$ cat config.mk
export PLATFORM = sky130hd
export DESIGN_NAME = lcd_frame_sched
export DESIGN_NICKNAME = d
export VERILOG_FILES = /design/src/rtl/lcd_frame_sched_pkg.sv /design/src/rtl/lcd_frame_sched_tick_gen.sv /design/src/rtl/lcd_frame_sched.sv
export SDC_FILE = /design/constraint.sdc
export NUM_CORES = 1
export LEC_CHECK = 0
export ABC_CLOCK_PERIOD_IN_PS = 2400
export CORE_MARGIN = 3
export CORE_UTILIZATION = 37
export CTS_CLUSTER_DIAMETER = 150
export DETAILED_ROUTE_END_ITERATION = 16
export GPL_TIMING_DRIVEN = 0
export HOLD_SLACK_MARGIN = 0.03
export PLACE_DENSITY_LB_ADDON = 0.15
export SYNTH_ARGS = -nofsm -noshare
export SYNTH_HDL_FRONTEND = slang
export SYNTH_SLANG_ARGS = --single-unit
$ cat constraint.sdc
create_clock -name clk -period 2.4 [get_ports clk]
set_clock_uncertainty 0.05 [all_clocks]
set_input_delay 0.48 -clock clk [delete_from_list [all_inputs] [get_ports clk]]
set_output_delay 0.48 -clock clk [all_outputs]
set_load 0.02 [all_outputs]
$ cat src/rtl/lcd_frame_sched_pkg.sv
// Shared types and constants for the LCD frame scheduler: FSM states, speed
// codes, tick multipliers and the picture-step helper.
package lcd_frame_sched_pkg;

   typedef enum logic [1:0] {
      ST_IDLE,
      ST_WAIT,
      ST_REQ,
      ST_DRAW
   } state_e;

   typedef enum logic [1:0] {
      SPD_STOP = 2'b00,
      SPD_SLOW = 2'b01,
      SPD_MED  = 2'b10,
      SPD_FAST = 2'b11
   } speed_e;

   localparam logic [2:0] MULT_SLOW = 3'd4;
   localparam logic [2:0] MULT_MED  = 3'd2;
   localparam logic [2:0] MULT_FAST = 3'd1;

   // Base ticks per advance event; zero means no events.
   function automatic logic [2:0] speed_mult(input logic [1:0] spd);
      logic [2:0] m;
      unique case (speed_e'(spd))
         SPD_SLOW: m = MULT_SLOW;
         SPD_MED:  m = MULT_MED;
         SPD_FAST: m = MULT_FAST;
         default:  m = 3'd0;
      endcase
      return m;
   endfunction

   function automatic logic [3:0] next_pic(input logic [3:0] pic, input logic dir,
                                           input logic [3:0] last);
      logic [3:0] n;
      if (!dir) n = (pic == last) ? 4'd0 : pic + 4'd1;
      else      n = (pic == 4'd0) ? last : pic - 4'd1;
      return n;
   endfunction

endpackage

$ cat src/rtl/lcd_frame_sched_tick_gen.sv
// Free-running base tick timer plus speed-dependent period counter; emits a
// one-cycle advance event. Counters restart whenever speed changes.
module lcd_tick_gen
   import lcd_frame_sched_pkg::*;
#(
   parameter int unsigned TICK_CYCLES = 50000
) (
   input  logic       clk,
   input  logic       rst,
   input  logic [1:0] speed,
   output logic       advance
);

   localparam int unsigned TW = (TICK_CYCLES > 1) ? $clog2(TICK_CYCLES) : 1;

   logic [TW-1:0] timer_q, timer_d;
   logic [1:0]    period_q, period_d;
   logic [1:0]    speed_q;
   logic          tick, changed;
   logic [2:0]    mult;

   always_comb begin
      changed  = (speed != speed_q);
      tick     = (timer_q == TW'(TICK_CYCLES - 1));
      mult     = speed_mult(speed_q);
      timer_d  = timer_q + 1'b1;
      period_d = period_q;
      advance  = 1'b0;
      if (changed || tick) timer_d = '0;
      if (changed || mult == 3'd0) begin
         period_d = '0;
      end else if (tick) begin
         if ({1'b0, period_q} == mult - 3'd1) begin
            period_d = '0;
            advance  = 1'b1;
         end else begin
            period_d = period_q + 2'd1;
         end
      end
   end

   always_ff @(posedge clk) begin
      if (rst) begin
         timer_q  <= '0;
         period_q <= '0;
         speed_q  <= '0;
      end else begin
         timer_q  <= timer_d;
         period_q <= period_d;
         speed_q  <= speed;
      end
   end

endmodule

$ cat src/rtl/lcd_frame_sched.sv
// Animation frame scheduler: steps through FRAME_NUM pictures at a selectable
// rate and handshakes each picture with the LCD controller.
module lcd_frame_sched
   import lcd_frame_sched_pkg::*;
#(
   parameter int unsigned TICK_CYCLES = 50000,
   parameter int unsigned FRAME_NUM   = 8,
   parameter int unsigned TIMEOUT     = 65535
) (
   input  logic       clk,
   input  logic       rst,
   input  logic       en,
   input  logic [1:0] speed,
   input  logic       dir,
   input  logic       frame_ack,
   input  logic       frame_done,
   output logic       frame_req,
   output logic [3:0] pic_sel,
   output logic       overrun,
   output logic       timeout_err
);

   localparam int unsigned WW = (TIMEOUT > 1) ? $clog2(TIMEOUT) : 1;
   localparam logic [3:0] LAST_PIC = 4'(FRAME_NUM - 1);

   state_e        state_q, state_d;
   logic [3:0]    pic_q, pic_d;
   logic          pending_q, pending_d;
   logic          overrun_q, overrun_d;
   logic          timeout_q, timeout_d;
   logic [WW-1:0] wd_q, wd_d;
   logic          advance, clear_pend;

   lcd_tick_gen #(.TICK_CYCLES(TICK_CYCLES)) u_tick (
      .clk     (clk),
      .rst     (rst),
      .speed   (speed),
      .advance (advance)
   );

   always_comb begin
      state_d    = state_q;
      pic_d      = pic_q;
      timeout_d  = timeout_q;
      clear_pend = 1'b0;
      unique case (state_q)
         ST_IDLE: if (en) state_d = ST_REQ;
         ST_WAIT: begin
            if (!en) begin
               state_d = ST_IDLE;
            end else if (pending_q) begin
               pic_d      = next_pic(pic_q, dir, LAST_PIC);
               clear_pend = 1'b1;
               state_d    = ST_REQ;
            end
         end
         ST_REQ: if (frame_ack) state_d = ST_DRAW;
         ST_DRAW: begin
            if (frame_done) begin
               state_d = ST_WAIT;
            end else if (wd_q == WW'(TIMEOUT - 1)) begin
               timeout_d = 1'b1;
               state_d   = ST_WAIT;
            end
         end
         default: state_d = ST_IDLE;
      endcase

      wd_d = (state_q == ST_DRAW && state_d == ST_DRAW) ? wd_q + 1'b1 : '0;

      // A new event in the clearing cycle keeps pending set without overrun.
      pending_d = pending_q;
      overrun_d = overrun_q;
      if (advance) begin
         pending_d = 1'b1;
         if (pending_q && !clear_pend) overrun_d = 1'b1;
      end else if (clear_pend) begin
         pending_d = 1'b0;
      end
   end

   always_ff @(posedge clk) begin
      if (rst) begin
         state_q   <= ST_IDLE;
         pic_q     <= '0;
         pending_q <= 1'b0;
         overrun_q <= 1'b0;
         timeout_q <= 1'b0;
         wd_q      <= '0;
      end else begin
         state_q   <= state_d;
         pic_q     <= pic_d;
         pending_q <= pending_d;
         overrun_q <= overrun_d;
         timeout_q <= timeout_d;
         wd_q      <= wd_d;
      end
   end

   assign frame_req   = (state_q == ST_REQ);
   assign pic_sel     = pic_q;
   assign overrun     = overrun_q;
   assign timeout_err = timeout_q;

endmodule
## Word-level counts from Yosys, hierarchy flattened

Cells that the tools add are included.
W data, S select, Z words.

- Input bits: 8
- Output and inout port bits: 7
- Logic and storage cells: 64
- Register bits after elaboration: 45

- Bitwise logic cells: 2
- $add $sub $neg: 6
- Equal/unequal tests: 12
- Reduce and logical (&&, ||, !) cells: 15
- Muxes and demuxes: 20

Operators by type and width:

| kind | number |
|---|---|
| $add A16 B1 Y16 const B | 2 |
| $eq A16 B16 Y1 const B | 2 |
| $mux W2 | 7 |
| $mux W4 | 3 |
| $eq A2 B2 Y1 const B | 5 |
| $pmux W3 S3 | 1 |
| $mux W1 | 8 |
| $pmux W2 S4 | 1 |
| $reduce_and A3 Y1 | 2 |
| $reduce_or A2 Y1 | 3 |
| $add A4 B1 Y4 const B | 1 |
| $eq A2 B1 Y1 const B | 2 |
| $eq A4 B3 Y1 const B | 1 |
| $logic_not A4 Y1 | 1 |
| $sub A4 B1 Y4 const B | 1 |
| $eq A2 B3 Y1 | 1 |
| $logic_not A3 Y1 | 1 |
| $sub A3 B1 Y3 const B | 1 |
| $add A2 B1 Y2 const B | 1 |
| $logic_and A1 B1 Y1 | 2 |
| $logic_not A2 Y1 | 1 |
| $logic_or A1 B1 Y1 | 2 |
| $ne A2 B2 Y1 | 1 |
| $not A1 Y1 | 2 |
| 3 further kinds | 3 |

## Logic depth before layout (Yosys ltp)

- Word-level depth: 8
- Gate-level depth with buffers: 7
- Depth with buffers taken out: 6

## Cells and area by module

From an unflattened synthesis, not the netlist that was laid out.

- Cell total of the unflattened synthesis: 245
- Area, all modules: 2163.3 µm²

By module, submodules not included:

| module | area each (µm²) | cells an instance | instances | seq. area each (µm²) |
|---|---|---|---|---|
| lcd_frame_sched | 1207.4 | 136 | 1 | 500.5 |
| lcd_tick_gen | 955.9 | 109 | 1 | 400.4 |

## Least setup slack after synthesis

No wires, ideal clock.

- Path type: flip-flop to flip-flop
- Start: register u_tick.timer_q[4]
- End: register u_tick.timer_q[11]
- Required time: 2235 ps
- Setup slack: 588 ps
- Period minus slack after synthesis: 1812 ps
- Arrival time: 1647 ps
- Stages on the path, launching flop included: 7
- Path buffers: 2
- Library setup time: 115 ps
- Cells stage by stage: dfxtp_1 -> or4_4 -> nor4_4 -> or3_1 -> buf_4 -> buf_6 -> nor2_1

- Cells in the longest elaborated chain, start to end: 3
- Elaborated cells between the ends (all ways): 4
- Classes of those cells: add/sub: 1; eq/ne: 1; reduce/logical: 2

Ends and longest elaborated chain:

| element | line | source |
|---|---|---|
| start: declaration | lcd_frame_sched_tick_gen.sv:16 | `logic [TW-1:0] timer_q, timer_d;` |
| start signal: assignment | lcd_frame_sched_tick_gen.sv:48 | `timer_q <= timer_d;` |
| branches (longest 3 deep; another with $add A16 B1 Y16) | - |  |

Parallel ways; which one is timed is not known.
A chain may end at the register's enable or synchronous reset.

## Final worst setup path

- Start: register state_q[1]
- End: output frame_req

- Cells in the longest elaborated chain, start to end: 1

Ends and longest elaborated chain:

| element | line | source |
|---|---|---|
| start: declaration | lcd_frame_sched.sv:26 | `state_e state_q, state_d;` |
| start signal: assignment | lcd_frame_sched.sv:91 | `state_q <= state_d;` |
| $eq A2 B2 Y1 | lcd_frame_sched.sv:100 | `assign frame_req = (state_q == ST_REQ);` |
| end: declaration | lcd_frame_sched.sv:17 | `output logic frame_req,` |

No other way between the ends.

==> results.sh <==
export IMPL_routed_wl_um=3940
export IMPL_dpl_hpwl_um=2820
export IMPL_rows=27
export IMPL_synthTopCellsByArea="dfxtp_1, xnor2_1, nor2_1"
export IMPL_gp_congestion=0.796
export IMPL_initial_core_util=0.385
export IMPL_wl_per_cell_um=11.5
export IMPL_grt_overflow_total=0
export IMPL_final_nets=283
export IMPL_drt_iter0_markers=62
export IMPL_worst_slack_ps=345
export IMPL_die_h_um=82.1
export IMPL_dp_worst_setup_slack_ps=170
export IMPL_yosysSeqAreaShare=0.420
export IMPL_ys_types=44
export IMPL_yosys_most_used_dff="dfxtp_1"
export IMPL_path_clk_slew_ps=90
export IMPL_drv_cap=0
export IMPL_rsz0062_at_grt="no"
export IMPL_synth_area_um2=2140
export IMPL_synth_edf_count=0
export IMPL_slew_viol_final=0
export IMPL_setup_viol=0
export IMPL_chipWidth_um=82.1
export IMPL_ys_async_sr_fraction=0
export IMPL_powerDensity_nw_per_um2=519
export IMPL_grt_total_usage=0.137
export IMPL_worstMarginPinSlew_ps=460
export IMPL_most_common_layout_cells="dfxtp_1, nor2_1, xnor2_1"
export IMPL_crit_slowest_cell="clkdlybuf4s50_1"
export IMPL_stdcell_area_um2=2450
export IMPL_cts_tree="built"
export IMPL_cts_sinks=45
export IMPL_ioPinCount=15
export IMPL_n_fill_cell=553
export IMPL_drive_gt1_frac=0.0627
export IMPL_path_class="reg2out"
export IMPL_p_leak_nw=0.683
export IMPL_htree_levels=2
export IMPL_antenna_left=0
export IMPL_synth_top_cell_by_area="dfxtp_1"
export IMPL_startpoint_type="flop"
export IMPL_tns_ps=0
export IMPL_hold_slack_ps=419
export IMPL_grt_pass1_wl_um=7240
export IMPL_status="completed"
export IMPL_ys_warnings_count=0
export IMPL_period_minus_slack_ps=2060
export IMPL_synth_seq_cells=45
export IMPL_relSlewSlack=0.694
export IMPL_clock_path_buffers=2
export IMPL_min_period_over_period=0.856
export IMPL_ctsResizeCount=0
export IMPL_syn_instance_count=250
export IMPL_antenna_found_initial=0
export IMPL_insertion_delay_ps=300
export IMPL_cp_required_ps=1870
export IMPL_r2r_slack_ps=420
export IMPL_grt_max_degree=15
export IMPL_drt_pass1_iterations=4
export IMPL_grt_pass1_vias=1659
export IMPL_drcViolationCount=0
export IMPL_vias=1730
export IMPL_die_area_um2=6750
export IMPL_core_area_um2=5570
export IMPL_placed_cell_area_um2=2360
export IMPL_postCtsHoldBufs=0
export IMPL_critPathMaxFanout=7
export IMPL_areaGrowthSynthToFinish_pct=14.4
export IMPL_cts_inserted_buffers=5
export IMPL_cts_root_buf="clkbuf_8"
export IMPL_ir_worst_vdd_uv=262
export IMPL_final_common_cell="dfxtp_1"
export IMPL_end_kind="primary output"
export IMPL_post_cts_buffers=0
export IMPL_netlist_area_leader_share=0.420
export IMPL_fmax_mhz=487
export IMPL_synth_area_per_cell_um2=8.58
export IMPL_critical_path_max_stage_delay_ps=620
export IMPL_path_cells="nor2b_1, clkdlybuf4s50_1"
export IMPL_hold_path_class="reg2reg"
export IMPL_synth_fp_nets=263
export IMPL_crit_arrival_ps=1530
export IMPL_numPortBuffers=13
export IMPL_via_per_inst=5.04
export IMPL_hold_viol=0
export IMPL_antenna_cells=0
[through the flow]
stage / total power, mW / instances / utilization
after floorplan: 0.807 / 250 / -
after global placement: 0.831 / 335 / 0.424
after detailed placement: 0.831 / 335 / 0.424
after CTS: 1.30 / 343 / 0.440
after global routing: 1.33 / 343 / 0.440
final: 1.27 / 343 / 0.440
[critical path: cells and delay by family (launching register included)]
kind	cells	cell delay, ps
buf+inv	1	620
flops	1	420
simple gates	1	190
[final cells by class]
type / instances / area (um2) / area share
well taps: 72 / 90.1 / 0.0367
flip-flops and latches: 45 / 901 / 0.367
plain buffers: 5 / 31.3 / 0.0128
multi-input cells: 188 / 1170 / 0.476
clock buffers: 6 / 72.6 / 0.0296
inverters: 12 / 45.0 / 0.0184
clock inverters: 2 / 15.0 / 0.00612
repair buffers: 13 / 130 / 0.0531
[Yosys cell counts, drive strengths merged, types with 3 or more instances]
master	number
ha	5
nor3	11
nor4	8
nand2	14
nand4b	3
nor2	40
xnor2	20
a21oi	11
nor2b	3
xor2	6
a31oi	3
dfxtp	45
nand4	6
o21ai	6
nand3	15
inv	12
buf	3
nand3b	4
or3	7
[cell families after synthesis]
logic type / count (synthesis) / synth area share
simple gates: 121 / 0.299
flops: 45 / 0.420
compound gates: 34 / 0.100
xor+xnor: 26 / 0.106
buf+inv: 17 / 0.0356
fa+ha+maj: 5 / 0.0292
mux: 2 / 0.00934
[path summary, 6_finish.rpt]
path                          start                  to  cells past startpoint
hold / removal              overrun             overrun                      2
setup / recovery         state_q[1]           frame_req                      2
hold reg to reg             overrun             overrun                      2
setup reg to reg  u_tick.timer_q[4]  u_tick.timer_q[10]                      6
[report_power, final]
part / total (mW) / switching [mW] / internal (mW)
sequential: 0.760 / 0.00834 / 0.752
clock: 0.460 / 0.255 / 0.205
combinational: 0.0530 / 0.0256 / 0.0274
[flip-flops by register name, indices dropped and copies added, names as in the netlist]
signal           count
u_tick.period_q      2
wd_q                16
overrun              1
pic_sel              4
pending_q            1
timeout_err          1
state_q              2
u_tick.timer_q      16
u_tick.speed_q       2
[routing by layer]
| layer | GRT usage | up-vias | part of all wire |
|---|---|---|---|
| li1 | - | 917 | - |
| met3 | 0.0347 | 5 | 0.041 |
| met1 | 0.182 | 785 | 0.52 |
| met4 | 0.0548 | 0 | 0.014 |
| met2 | 0.213 | 23 | 0.42 |
| met5 | 0 | - | 0 |
Power figures use the tool's default switching activity.
